$ cat src/rtl/mutative_pkg.sv
// Shared definitions for the mutative data-array controller.
// Holds the default geometry of the data array (line index width,
// line width, byte-enable count), the default starvation limit for
// port A, and the controller state encoding.
package mutative_pkg;

  localparam int ADDR_WIDTH   = 4;
  localparam int DATA_WIDTH   = 256;
  localparam int NUM_WMASKS   = DATA_WIDTH / 8;
  localparam int STARVE_LIMIT = 4;

  typedef enum logic [1:0] {
    ST_INIT      = 2'd0,
    ST_SERVE     = 2'd1,
    ST_RESP_WAIT = 2'd2
  } ctrl_state_e;

endpackage

$ cat src/rtl/mutative_arb.sv
// Two-port arbiter with starvation protection.
// Port B (fill/writeback) normally wins. Port A (CPU hit path) wins
// once it has watched STARVE_LIMIT consecutive B grants while waiting.
//
// Ports:
//   clk0, rst0_n      clock, async active-low reset
//   a_valid, b_valid  request present on each port
//   enable            controller can accept a request this cycle
//   grant_a, grant_b  one-hot (or zero) grant for this cycle
module mutative_arb #(
  parameter int STARVE_LIMIT = mutative_pkg::STARVE_LIMIT
) (
  input  logic clk0,
  input  logic rst0_n,
  input  logic a_valid,
  input  logic b_valid,
  input  logic enable,
  output logic grant_a,
  output logic grant_b
);

  localparam int CW = $clog2(STARVE_LIMIT + 1);

  logic [CW-1:0] starve_q, starve_d;
  logic          starved;

  assign starved = (starve_q == CW'(STARVE_LIMIT));

  always_comb begin
    grant_a  = enable && a_valid && (!b_valid || starved);
    grant_b  = enable && b_valid && !(a_valid && starved);
    starve_d = starve_q;
    // The count only means "B grants while A waited", so any cycle
    // without an A request or with an A grant restarts it.
    if (!a_valid || grant_a) begin
      starve_d = '0;
    end else if (grant_b && !starved) begin
      starve_d = starve_q + CW'(1);
    end
  end

  always_ff @(posedge clk0 or negedge rst0_n) begin
    if (!rst0_n) begin
      starve_q <= '0;
    end else begin
      starve_q <= starve_d;
    end
  end

endmodule

$ cat src/rtl/mutative_data_ctrl.sv
// Data-array controller: clears the SRAM after reset, then arbitrates
// two request ports (A: CPU hit path, B: line fill/writeback) onto a
// single-port synchronous SRAM and returns read data with a
// valid/ready response handshake.
//
// state      | meaning
// -----------+-----------------------------------------------------
// ST_INIT    | writing zeros to lines 0..2**ADDR_WIDTH-1, no requests
// ST_SERVE   | accepting requests; read data of last accept on rdata
// ST_RESP_WAIT | owner has not taken its read data yet; SRAM idle
//
// Ports:
//   clk0, rst0_n                       clock, async active-low reset
//   a_valid/a_ready, a_we, a_addr,
//   a_wmask, a_wdata                   port A request
//   a_rvalid/a_rready, a_rdata         port A read response
//   b_*                                port B, same as port A
//   csb0, web0, addr0, wmask0, din0,
//   dout0                              SRAM port (active-low selects)
//   init_done                          array clear finished
module mutative_data_ctrl #(
  parameter int ADDR_WIDTH   = mutative_pkg::ADDR_WIDTH,
  parameter int DATA_WIDTH   = mutative_pkg::DATA_WIDTH,
  parameter int NUM_WMASKS   = mutative_pkg::NUM_WMASKS,
  parameter int STARVE_LIMIT = mutative_pkg::STARVE_LIMIT
) (
  input  logic                  clk0,
  input  logic                  rst0_n,

  input  logic                  a_valid,
  output logic                  a_ready,
  input  logic                  a_we,
  input  logic [ADDR_WIDTH-1:0] a_addr,
  input  logic [NUM_WMASKS-1:0] a_wmask,
  input  logic [DATA_WIDTH-1:0] a_wdata,
  output logic                  a_rvalid,
  input  logic                  a_rready,
  output logic [DATA_WIDTH-1:0] a_rdata,

  input  logic                  b_valid,
  output logic                  b_ready,
  input  logic                  b_we,
  input  logic [ADDR_WIDTH-1:0] b_addr,
  input  logic [NUM_WMASKS-1:0] b_wmask,
  input  logic [DATA_WIDTH-1:0] b_wdata,
  output logic                  b_rvalid,
  input  logic                  b_rready,
  output logic [DATA_WIDTH-1:0] b_rdata,

  output logic                  csb0,
  output logic                  web0,
  output logic [ADDR_WIDTH-1:0] addr0,
  output logic [NUM_WMASKS-1:0] wmask0,
  output logic [DATA_WIDTH-1:0] din0,
  input  logic [DATA_WIDTH-1:0] dout0,

  output logic                  init_done
);

  import mutative_pkg::*;

  ctrl_state_e           state_q, state_d;
  logic [ADDR_WIDTH-1:0] init_cnt_q, init_cnt_d;
  logic                  init_done_q, init_done_d;
  logic                  a_rvalid_q, a_rvalid_d;
  logic                  b_rvalid_q, b_rvalid_d;
  logic [DATA_WIDTH-1:0] rdata_q, rdata_d;

  logic rsp_pend;
  logic owner_rready;
  logic arb_en;
  logic grant_a;
  logic grant_b;
  logic rdata_live;

  assign rsp_pend     = a_rvalid_q | b_rvalid_q;
  assign owner_rready = (a_rvalid_q & a_rready) | (b_rvalid_q & b_rready);
  // A new grant may overlap the first response cycle only if that
  // response is being consumed now, giving one read per cycle.
  assign arb_en       = (state_q == ST_SERVE) && (!rsp_pend || owner_rready);

  mutative_arb #(
    .STARVE_LIMIT(STARVE_LIMIT)
  ) u_arb (
    .clk0    (clk0),
    .rst0_n  (rst0_n),
    .a_valid (a_valid),
    .b_valid (b_valid),
    .enable  (arb_en),
    .grant_a (grant_a),
    .grant_b (grant_b)
  );

  always_comb begin
    state_d     = state_q;
    init_cnt_d  = init_cnt_q;
    init_done_d = init_done_q;
    a_rvalid_d  = a_rvalid_q && !a_rready;
    b_rvalid_d  = b_rvalid_q && !b_rready;
    rdata_d     = rdata_q;
    csb0        = 1'b1;
    web0        = 1'b1;
    addr0       = '0;
    wmask0      = '0;
    din0        = '0;

    case (state_q)
      ST_INIT: begin
        csb0       = 1'b0;
        web0       = 1'b0;
        wmask0     = '1;
        addr0      = init_cnt_q;
        init_cnt_d = init_cnt_q + ADDR_WIDTH'(1);
        if (init_cnt_q == '1) begin
          state_d     = ST_SERVE;
          init_done_d = 1'b1;
        end
      end

      ST_SERVE: begin
        if (rsp_pend) begin
          // SRAM output is only guaranteed for the cycle after the read,
          // so keep a copy in case the owner stalls.
          rdata_d = dout0;
          if (!owner_rready) begin
            state_d = ST_RESP_WAIT;
          end
        end
        if (grant_a) begin
          csb0       = 1'b0;
          web0       = !a_we;
          addr0      = a_addr;
          wmask0     = a_wmask;
          din0       = a_wdata;
          a_rvalid_d = a_rvalid_d | !a_we;
        end else if (grant_b) begin
          csb0       = 1'b0;
          web0       = !b_we;
          addr0      = b_addr;
          wmask0     = b_wmask;
          din0       = b_wdata;
          b_rvalid_d = b_rvalid_d | !b_we;
        end
      end

      ST_RESP_WAIT: begin
        if (owner_rready) begin
          state_d = ST_SERVE;
        end
      end

      default: begin
        state_d = ST_INIT;
      end
    endcase
  end

  always_ff @(posedge clk0 or negedge rst0_n) begin
    if (!rst0_n) begin
      state_q     <= ST_INIT;
      init_cnt_q  <= '0;
      init_done_q <= 1'b0;
      a_rvalid_q  <= 1'b0;
      b_rvalid_q  <= 1'b0;
      rdata_q     <= '0;
    end else begin
      state_q     <= state_d;
      init_cnt_q  <= init_cnt_d;
      init_done_q <= init_done_d;
      a_rvalid_q  <= a_rvalid_d;
      b_rvalid_q  <= b_rvalid_d;
      rdata_q     <= rdata_d;
    end
  end

  // First response cycle passes SRAM data straight through; afterwards
  // the captured copy is presented.
  assign rdata_live = (state_q == ST_SERVE) && rsp_pend;
  assign a_rdata    = rdata_live ? dout0 : rdata_q;
  assign b_rdata    = rdata_live ? dout0 : rdata_q;
  assign a_rvalid   = a_rvalid_q;
  assign b_rvalid   = b_rvalid_q;
  assign a_ready    = grant_a;
  assign b_ready    = grant_b;
  assign init_done  = init_done_q;

endmodule

$ cat config.mk
export PLATFORM = sky130hd
export DESIGN_NAME = mutative_data_ctrl
export DESIGN_NICKNAME = d
export VERILOG_FILES = /design/src/rtl/mutative_pkg.sv /design/src/rtl/mutative_arb.sv /design/src/rtl/mutative_data_ctrl.sv
export SDC_FILE = /design/constraint.sdc
export NUM_CORES = 1
export LEC_CHECK = 0
export BUFFER_PORTS_ARGS = -buffer_cell sky130_fd_sc_hd__clkbuf_2
export CAP_MARGIN = 20
export CORE_AREA = 2 2 651 653
export CTS_CLUSTER_SIZE = 16
export DETAILED_ROUTE_END_ITERATION = 12
export DIE_AREA = 0 0 653 655
export SLEW_MARGIN = 20
export SYNTH_ARGS = -nofsm -noshare
export SYNTH_HDL_FRONTEND = slang
export SYNTH_HIERARCHICAL = 1
export SYNTH_SLANG_ARGS = --single-unit
$ cat constraint.sdc
create_clock -name clk0 -period 6.7 [get_ports clk0]
set_clock_uncertainty 0.15 [all_clocks]
set_input_delay 0.335 -clock clk0 [delete_from_list [all_inputs] [get_ports clk0]]
set_output_delay 0.335 -clock clk0 [all_outputs]
set_load 0.01 [all_outputs]
==> results of run 1 <==
[cell families (layout without fill, tap and decap cells)]
group | after synthesis | count (layout) | share of synthesized area
buf+inv | 364 | 2026 | 0.170
xor+xnor | 3 | 3 | 0.00161
compound gates | 339 | 339 | 0.171
flops | 268 | 268 | 0.412
mux | 257 | 257 | 0.233
fa+ha+maj | 3 | 3 | 0.00230
other cells | 0 | 162 | 0
simple gates | 32 | 32 | 0.0109
[routing by layer]
metal / GRT usage / share of wire
met2: 0.270 / 0.42
met4: 0.0400 / 0.032
met5: 0.0102 / 0.0077
met3: 0.156 / 0.19
met1: 0.189 / 0.36
[metrics by stage]
stage          instances  utilization  worst slack, ns
3_5_place_dp        8132       0.0691             1.97
2_1_floorplan       1266            -             3.71
4_1_cts             8471       0.0786             1.15
6_report            8633       0.0796             1.25
3_3_place_gp        8131       0.0690             2.09
5_1_grt             8550       0.0791            0.855
[synthesized netlist by cell type]
cell / number / area share
dfrtp_1: 268 / 0.41
a22o_1: 257 / 0.14
buf_4: 256 / 0.12
mux2_4: 240 / 0.22
buf_6: 53 / 0.037
a21oi_1: 32 / 0.0098
a22oi_1: 32 / 0.015
buf_2: 31 / 0.0095
mux2_2: 17 / 0.012
clkbuf_1: 16 / 0.0037
nand2_1: 8 / 0.0018
and2_1: 6 / 0.0023
inv_1: 5 / 0.0012
nor2_1: 5 / 0.0012
a221o_1: 4 / 0.0025
a21boi_1: 3 / 0.0014
buf_1: 3 / 0.00069
ha_1: 3 / 0.0023
nand2b_1: 3 / 0.0012
o21ai_0: 3 / 0.00092
a21o_1: 2 / 0.00092
a31oi_1: 2 / 0.00077
nand3_1: 2 / 0.00061
nand4_1: 2 / 0.00077
nor2b_1: 2 / 0.00077
o22ai_1: 2 / 0.00077
xnor2_1: 2 / 0.0011
a21boi_2: 1 / 0.00069
nand3b_1: 1 / 0.00046
nand4b_1: 1 / 0.00054
nor2b_4: 1 / 0.00084
nor3b_1: 1 / 0.00046
o211ai_1: 1 / 0.00046
xor2_1: 1 / 0.00054
[cell type report]
cell class / count / area (um^2) / share of cell area
clock buffer: 48 / 1100 / 0.0328
antenna: 162 / 405 / 0.0121
timing repair buffer: 1948 / 11300 / 0.336
inverter: 5 / 18.8 / 0.000559
clock inverter: 25 / 255 / 0.00761
tap: 5543 / 6940 / 0.207
sequential: 268 / 6710 / 0.200
multi-input combinational: 634 / 6850 / 0.204
[sequential cells by signal (all words and copies together), names as in the netlist]
| register | cells |
|---|---|
| init_cnt_q | 4 |
| init_done | 1 |
| u_arb/starve_q | 3 |
| rdata_q | 256 |
| b_rvalid | 1 |
| a_rvalid | 1 |
| state_q | 2 |
[power breakdown]
| group | internal, mW | leakage [nW] | switching [mW] |
|---|---|---|---|
| clock network | 1.24 | 0.665 | 1.11 |
| registers | 2.31 | 3.39 | 0.216 |
| logic | 2.70 | 11.1 | 6.70 |
[worst max-delay path, cell delays in order, from the launching register on]
cell and delay (ns):
dfrtp_1 0.41, nor2_1 0.27, o21ai_0 0.17, nor2_1 0.29, nand2_1 0.10, a31oi_1 0.32
nor2b_4 0.79, and2_4 0.53, buf_12 0.39, buf_4 0.51, a22o_1 0.23, clkbuf_2 0.14
[path summary, 6_finish.rpt]
| check | startpoint | to | slack (ns) | cells after the start |
|---|---|---|---|---|
| worst max-delay path | a_rvalid$_DFF_PN0_ | din0[100] | 1.25 | 11 |
| worst min-delay path | rst0_n | rdata_q[31]$_DFFE_PN0P_ | 0.05 | 2 |
| worst max register to register | a_rvalid$_DFF_PN0_ | b_rvalid$_DFF_PN0_ | 3.29 | 9 |
| worst min register to register | init_done$_DFFE_PN0P_ | init_done$_DFFE_PN0P_ | 0.33 | 1 |
| max in group asynchronous | rst0_n | rdata_q[40]$_DFFE_PN0P_ | 5.13 | 3 |
| min in group clk0 | b_rready | state_q[0]$_DFFE_PN0P_ | 0.10 | 4 |
==> run_results.csv, run 1 <==
group,metric,value,unit
status,outcome,"finished, final reports clean",
cells_and_area,drive_gt1_frac,0.689,
sta,hold_viol_final,0,
sta,setup_viol,0,
power_and_ir_drop,report.power.total,14.3,mW
placed_design,io_buffers,1658,
floorplan,die_h,655,um
cts,root_buffer,"clkbuf_16",
cells_and_area,stdcell_area,33600,um^2
power_and_ir_drop,p_per_area,425,nW/um^2
floorplan,num_rows,239,
cts,cts.repair.resized,0,
drt,wl_per_cell,46.5,um
floorplan,io_pins,1659,
drt,ant_nets,0,
drt,vias_per_cell,2.55,
cells_and_area,nNetsFinal,3748,
sta,report.final.slew_viol_count,0,
synthesis,avgSynthCellArea,12.9,um^2
synthesis,syn_inst,1266,
placed_design,hpwl,379000,um
worst_setup_path,worstSetupEndpointType,"primary output",
synthesis,ys_types,34,
drt,route.detailed.drc,0,
global_route,antenna_found_initial,515,
worst_setup_path,crit_fanout,66,
drt,vias,22000,
synthesis,seq_area_frac_synth,0.412,
global_route,grt_pass1_vias,18900,
global_route,track_usage,0.180,
hold_path,hp-class,"primary input to asynchronous set/reset pin",
cells_and_area,mostFrequentLayoutCells,"1656 x clkbuf_2, 268 x dfrtp_1, 266 x dlygate4sd3_1",
synthesis,syn_area,16300,um^2
sta,fmax,0.183,GHz
sta,rsz0062_at_grt,"false",
global_route,grt_max_degree,119,
worst_setup_path,crit_required,6.21,ns
synthesis,synth_nets,2117,
sta,fin_crit,5.45,ns
drt,dr.first_iter.drc_count,2197,
cts,cts_tree,"done",
power_and_ir_drop,p_leak,15.2,nW
cts,postCtsHoldBufs,266,
worst_setup_path,critPathKind,"register to primary output",
cts,cts.clk_slew.worst_paths,0.06,ns
cells_and_area,layout_commonest_cell,"clkbuf_2",
floorplan,fp.coreArea,422000,um^2
synthesis,synth_seq_cells,268,
placed_design,place_congestion,1.35,
cts,insertion_delay,0.65,ns
floorplan,die_w,653,um
global_route,grt_pass1_wl,440000,um
sta,fin_setup_tns,0,ns
cts,htreeDepth,2,
sta,tightestPinTransition,0.966,ns
drt,drt-total-wl,401000,um
floorplan,die-area,428000,um^2
drt,first_pass_iters,6,
sta,holdWs,0.0467,ns
placed_design,placed_area,29100,um^2
cts,numCtsBuffers,40,
floorplan,start_util,0.0386,
job,drv_cap,0,
worst_setup_path,startpoint_type,"register",
cts,clock_sinks,268,
cts,post_cts_buffers,0,
worst_setup_path,arrival,4.97,ns
sta,post-route-period-util,0.814,
global_route,overflow,0,
power_and_ir_drop,ir_drop,0.323,mV
cts,clock_path_buffers,3,
cells_and_area,areaGrowthSynthToFinish,106,%
cells_and_area,n_fill_cell,49200,
sta,relSlewSlack,0.356,
synthesis,yosys_warnings,6,
(Power assumes the default switching activity.)
==> inputs of run 2 (changes only) <==
--- a/config.mk
+++ b/config.mk
@@ -7,10 +7,10 @@
 export LEC_CHECK = 0
 export BUFFER_PORTS_ARGS = -buffer_cell sky130_fd_sc_hd__clkbuf_2
 export CAP_MARGIN = 20
-export CORE_AREA = 2 2 651 653
+export CORE_AREA = 2 2 649 651
 export CTS_CLUSTER_SIZE = 16
 export DETAILED_ROUTE_END_ITERATION = 12
-export DIE_AREA = 0 0 653 655
+export DIE_AREA = 0 0 651 653
 export SLEW_MARGIN = 20
 export SYNTH_ARGS = -nofsm -noshare
 export SYNTH_HDL_FRONTEND = slang
==> constraint.sdc (replaced) <==
create_clock -name clk0 -period 5.32 [get_ports clk0]
set_clock_uncertainty 0.15 [all_clocks]
set_input_delay 0.266 -clock clk0 [delete_from_list [all_inputs] [get_ports clk0]]
set_output_delay 0.266 -clock clk0 [all_outputs]
set_load 0.01 [all_outputs]
==> run 2 against run 1 <==
The flow now finishes with violations (hold timing). Via count fell by 5.8%. Flip-flop and latch count did not move. Setup slack got worse by 1.1 ns.
==> run_results.csv, run 2 (synthesized netlist as in run 1, its figures left out) <==
group,metric,value,unit
status,outcome,"finished with violations",
status,failed_checks,"hold timing",
job,drv_cap,0,
sta,fin_setup_tns,0,ns
global_route,antenna_found_initial,426,
power_and_ir_drop,switching_share,0.538,
worst_setup_path,worstSetupEndpointType,"primary output",
cells_and_area,reg_top3,"rdata_q (256), init_cnt_q (4), u_arb/starve_q (3)",
cells_and_area,n_fill_cell,48700,
cts,cts_tree,"done",
cts,cts.clk_slew.worst_paths,0.06,ns
worst_setup_path,arrival,4.71,ns
floorplan,num_rows,238,
sta,setup_viol,0,
worst_setup_path,startpoint_type,"register",
drt,vias_per_cell,2.43,
sta,hold_viol_final,5,
cells_and_area,nNetsFinal,3758,
cts,clock_sinks,268,
sta,holdWs,-0.0285,ns
power_and_ir_drop,ir_drop,0.320,mV
drt,vias,20800,
cts,htreeDepth,2,
placed_design,hpwl,357000,um
sta,post-route-period-util,0.963,
worst_setup_path,reg2regPathDepth,10,
drt,drt-total-wl,377000,um
worst_setup_path,critPathKind,"register to primary output",
sta,layout_setup_ws,0.194,ns
drt,ant_nets,0,
sta,tightestPinTransition,1.01,ns
floorplan,start_util,0.0389,
drt,dr.first_iter.drc_count,1688,
cells_and_area,drive_gt1_frac,0.690,
power_and_ir_drop,combPwrFrac,0.666,
placed_design,dp_slack,0.734,ns
floorplan,die_h,653,um
floorplan,die-area,425000,um^2
worst_setup_path,crit_fanout,63,
power_and_ir_drop,p_per_area,498,nW/um^2
cells_and_area,mostFrequentLayoutCells,"1511 x clkbuf_2, 266 x dfrtp_1, 264 x dlygate4sd3_1",
power_and_ir_drop,power_frac_clock,0.153,
sta,relSlewSlack,0.329,
global_route,grt_max_degree,134,
cells_and_area,areaGrowthSynthToFinish,118,%
cells_and_area,seq_area,6710,um^2
cts,clock_path_buffers,3,
cells_and_area,multiInputGateArea,6870,um^2
cts,insertion_delay,0.63,ns
cts,root_buffer,"clkbuf_16",
cells_and_area,largest_reg_flops,256,
global_route,overflow,0,
sta,rsz0062_at_grt,"false",
cells_and_area,regMostFlops,"rdata_q",
worst_setup_path,r2r_slack,1.86,ns
drt,route.detailed.drc,0,
sta,fin_crit,5.13,ns
placed_design,io_buffers,1658,
cts,post_cts_buffers,0,
floorplan,die_w,651,um
floorplan,fp.coreArea,418000,um^2
floorplan,io_pins,1659,
global_route,grt_pass1_vias,19500,
worst_setup_path,crit_required,4.90,ns
global_route,track_usage,0.170,
hold_path,hp-class,"primary input to asynchronous set/reset pin",
cts,numCtsBuffers,38,
sta,report.final.slew_viol_count,0,
global_route,grt_pass1_wl,422000,um
placed_design,place_congestion,1.10,
sta,fmax,0.195,GHz
worst_setup_path,crit-reg2reg-launch,"state_q[0]$_DFFE_PN0P_",
cells_and_area,layout_commonest_cell,"clkbuf_2",
drt,first_pass_iters,5,
power_and_ir_drop,p_leak,15.7,nW
drt,wl_per_cell,44.1,um
power_and_ir_drop,sequentialPowerShare,0.181,
power_and_ir_drop,p_int,8.18,mW
power_and_ir_drop,power.switching,9.53,mW
worst_setup_path,r2r_end,"b_rvalid$_DFF_PN0_",
## run 2: cell types whose count changed in the layout (fill, tap and decap cells not counted), sizes merged
cell,previous run,this run
and2,6,7
dlygate4sd3,266,264
diode,162,104
clkinv,11,7
buf,26,184
clkinvlp,3,5
inv,15,8
bufinv,1,3
clkbuf,1704,1561
## run 2: worst max-delay path, cell delays in order, from the launching register on
cell,delay (ns)
dfrtp_2,0.34
buf_4,0.34
o21ai_0,0.23
nor2_1,0.37
nand2_1,0.16
nor2_4,0.14
buf_4,0.50
and2_4,0.56
buf_12,0.42
a22o_1,0.64
clkbuf_2,0.26
## run 2: layout make-up
class | count | area share
Tap cell | 5520 | 0.194
Timing Repair Buffer | 1959 | 0.381
Clock inverter | 18 | 0.00692
Inverter | 5 | 0.000527
Multi-Input combinational cell | 635 | 0.193
Sequential cell | 268 | 0.188
Clock buffer | 50 | 0.0285
Antenna cell | 104 | 0.00731
## run 2: how the worst max path moves through the flow
| stage | from | endpoint | slack (ns) | cells after the start |
|---|---|---|---|---|
| CTS | state_q[0]$_DFFE_PN0P_ | din0[76] | 0.07 | 10 |
| global placement | a_rvalid$_DFF_PN0_ | din0[144] | 0.68 | 10 |
| floorplan | state_q[1]$_DFFE_PN0P_ | din0[100] | 2.39 | 12 |
| global route | state_q[0]$_DFFE_PN0P_ | din0[99] | 0.02 | 10 |
| finish | state_q[0]$_DFFE_PN0P_ | din0[80] | 0.19 | 10 |
| detailed placement | state_q[0]$_DFFE_PN0P_ | din0[144] | 0.73 | 10 |
## run 2: timing repair
item | in CTS | in global routing
endpoints found under the hold margin | 335 | 0
hold buffers | 264 | 0
gates cloned | 0 | 1
setup endpoints to repair | 1 | 4
gates resized for setup | 1 | 3
pin swaps | 0 | 1
## run 2: power groups by stage
| stage | clock network [mW] | registers (mW) | logic (mW) |
|---|---|---|---|
| 6_report | 2.72 | 3.20 | 11.8 |
| 5_1_grt | 2.91 | 3.28 | 12.4 |
| 4_1_cts | 2.87 | 3.19 | 12.3 |
| 3_5_place_dp | 0 | 3.20 | 12.0 |
| 3_3_place_gp | 0 | 3.18 | 12.0 |
| 2_1_floorplan | 0 | 3.11 | 5.15 |
## run 2: metal layers
layer / track usage / up-vias / part of all wire
met5: 0 / - / 0.0045
met2: 0.257 / 1812 / 0.42
met1: 0.196 / 10100 / 0.39
met3: 0.122 / 716 / 0.16
li1: - / 7866 / -
met4: 0.0299 / 264 / 0.025
## run 2: stage by stage
| stage | instances | hold slack, ns | total power [mW] | area, um^2 | utilization |
|---|---|---|---|---|---|
| 2_1_floorplan | 1266 | -0.180 | 8.26 | 16300 | - |
| 3_3_place_gp | 8122 | 0.218 | 15.2 | 31400 | 0.0751 |
| 3_5_place_dp | 8122 | 0.218 | 15.2 | 31400 | 0.0751 |
| 4_1_cts | 8454 | 0.0928 | 18.4 | 35300 | 0.0844 |
| 5_1_grt | 8492 | 0.00705 | 18.6 | 35400 | 0.0847 |
| 6_report | 8559 | -0.0285 | 17.7 | 35600 | 0.0851 |
==> inputs of run 3 (changes only) <==
--- a/config.mk
+++ b/config.mk
@@ -11,6 +11,7 @@
 export CTS_CLUSTER_SIZE = 16
 export DETAILED_ROUTE_END_ITERATION = 12
 export DIE_AREA = 0 0 651 653
+export PLACE_DENSITY_LB_ADDON = 0.25
 export SLEW_MARGIN = 20
 export SYNTH_ARGS = -nofsm -noshare
 export SYNTH_HDL_FRONTEND = slang
==> run 3 against run 2 <==
The flow now finishes without violations. Core utilization is 0.29 points lower. Clock-buffer cell count is 9 higher. Flip-flop and latch count stayed put. Critical path type unchanged.
==> run_results.csv, run 3 (synthesized netlist as in run 1, its figures left out) <==
group,metric,value,unit
status,outcome,"finished, final reports clean",
power_and_ir_drop,report.power.total,15.8,mW
cts,cts_tree,"done",
sta,fin_setup_tns,0,ns
worst_setup_path,r2r_slack,2.12,ns
worst_setup_path,crit_slowest_cell,"and2_4",
placed_design,place_congestion,1.07,
sta,post-route-period-util,0.939,
sta,fmax,0.200,GHz
cts,insertion_delay,0.69,ns
placed_design,io_buffers,1658,
worst_setup_path,path_cells,"nor2_1 > o21ai_0 > nor2_1 > nand2_1 > a31oi_1 > nor2b_2 > buf_4 > and2_4 > buf_12 > a22o_1 > clkbuf_2",
worst_setup_path,startpoint_type,"register",
cells_and_area,regMostFlops,"rdata_q",
cts,numCtsBuffers,44,
worst_setup_path,cp_common_cell,"nor2_1",
placed_design,hpwl,314000,um
cells_and_area,drive_gt1_frac,0.692,
floorplan,start_util,0.0389,
sta,rsz0062_at_grt,"false",
cells_and_area,layout_commonest_cell,"clkbuf_2",
drt,dr.first_iter.drc_count,1165,
placed_design,placed_area,30000,um^2
cells_and_area,n_fill_cell,48900,
power_and_ir_drop,p_leak,15.6,nW
drt,vias,20900,
drt,route.detailed.drc,0,
sta,hold_viol_final,0,
sta,report.final.slew_viol_count,0,
worst_setup_path,critPathTopFamily,"simple AND/OR/NAND/NOR gates",
job,drv_cap,0,
floorplan,num_rows,238,
sta,holdWs,0.172,ns
sta,setup_viol,0,
floorplan,die_w,651,um
worst_setup_path,crit-reg2reg-launch,"a_rvalid$_DFF_PN0_",
drt,vias_per_cell,2.44,
worst_setup_path,arrival,4.58,ns
cts,cts.repair.resized,0,
cells_and_area,final_cells,8580,
global_route,track_usage,0.152,
sta,relSlewSlack,0.338,
worst_setup_path,path_buf_inv,3,
cells_and_area,largest_reg_flops,256,
global_route,grt_max_degree,115,
cts,root_buffer,"clkbuf_16",
cells_and_area,nNetsFinal,3784,
power_and_ir_drop,p_per_area,460,nW/um^2
global_route,overflow,0,
drt,first_pass_iters,5,
cells_and_area,mostFrequentLayoutCells,"1616 x clkbuf_2, 268 x dfrtp_1, 265 x dlygate4sd3_1",
drt,wl_met3,40900,um
global_route,grt_pass1_wl,380000,um
cts,cts.clk_slew.worst_paths,0.06,ns
hold_path,hp-class,"primary input to asynchronous set/reset pin",
drt,top_layer_used,"met5",
worst_setup_path,reg2regPathDepth,10,
cts,htreeDepth,2,
drt,wl_per_cell,39.1,um
worst_setup_path,max_stage_delay,0.50,ns
placed_design,dp_slack,0.996,ns
cts,clock_sinks,268,
drt,met2_length,146000,um
sta,fin_crit,4.99,ns
cells_and_area,stdcell_area,34400,um^2
drt,drt-total-wl,335000,um
placed_design,placed_cells,8141,
sta,tightestPinTransition,0.993,ns
drt,met1Wirelength,137000,um
power_and_ir_drop,ir_drop,0.259,mV
worst_setup_path,crit_required,4.90,ns
worst_setup_path,worstSetupEndpointType,"primary output",
cells_and_area,reg_top3,"rdata_q (256), init_cnt_q (4), u_arb/starve_q (3)",
global_route,grt_pass1_vias,19600,
drt,ant_nets,0,
global_route,antenna_found_initial,475,
worst_setup_path,critPathKind,"register to primary output",
cells_and_area,fin_util,0.0822,
floorplan,die_h,653,um
cells_and_area,areaGrowthSynthToFinish,111,%
worst_setup_path,crit_fanout,72,
sta,layout_setup_ws,0.326,ns
cts,clock_path_buffers,3,
floorplan,fp.coreArea,418000,um^2
worst_setup_path,r2r_end,"b_rvalid$_DFF_PN0_",
worst_setup_path,cp_num_cells,11,
floorplan,io_pins,1659,
floorplan,die-area,425000,um^2
run 3: cell types whose count changed in the layout (fill, tap and decap cells not counted), moves of 6 or more:
cell | previous run | this run
clkbuf_2 | 1511 | 1616
buf_12 | 158 | 55
buf_4 | 24 | 42
diode_2 | 104 | 92
clkbuf_16 | 38 | 44
clkinv_2 | 2 | 8
run 3: worst max-delay path by stage:
stage	end	slack [ns]	start
floorplan	din0[100]	2.39	state_q[1]$_DFFE_PN0P_
global placement	din0[82]	0.93	a_rvalid$_DFF_PN0_
detailed placement	din0[82]	1.0	a_rvalid$_DFF_PN0_
CTS	din0[82]	0.16	a_rvalid$_DFF_PN0_
global route	din0[229]	0.01	a_rvalid$_DFF_PN0_
finish	din0[82]	0.33	a_rvalid$_DFF_PN0_
run 3: power breakdown:
| part | total (mW) | leakage, nW | switching [mW] | internal, mW |
|---|---|---|---|---|
| Combinational | 9.59 | 11.4 | 6.06 | 3.53 |
| Sequential | 3.16 | 3.39 | 0.259 | 2.90 |
| Clock | 3.07 | 0.727 | 1.29 | 1.78 |
run 3: layer usage:
layer / vias to the layer above / global-route usage
li1: 7874 / -
met1: 9966 / 0.180
met2: 1975 / 0.241
met3: 898 / 0.0838
met4: 200 / 0.0273
met5: - / 0
run 3: layout make-up:
type / instances / area (um^2) / share of cell area
diodes: 92 / 230 / 0.00669
clock buffers: 59 / 1230 / 0.0357
clock inverters: 22 / 263 / 0.00764
inverters: 5 / 18.8 / 0.000546
multi-input cells: 634 / 6850 / 0.199
flip-flops and latches: 268 / 6710 / 0.195
well taps: 5520 / 6910 / 0.201
repair buffers: 1980 / 12200 / 0.355
run 3: timing repair:
item                      4_1_cts  5_1_grt
hold buffers                  266        0
buffers inserted                0        0
hold endpoints to repair      392        0
run 3: worst reg2reg max path: stages, from the launching register on:
cell	delay [ns]
dfrtp_1	0.43
nor2_1	0.26
o21ai_0	0.19
nor2_1	0.33
nand2_1	0.10
a31oi_1	0.30
nor2b_2	0.21
buf_4	0.37
nand2_1	0.10
o22ai_1	0.14
dlygate4sd3_1	0.57
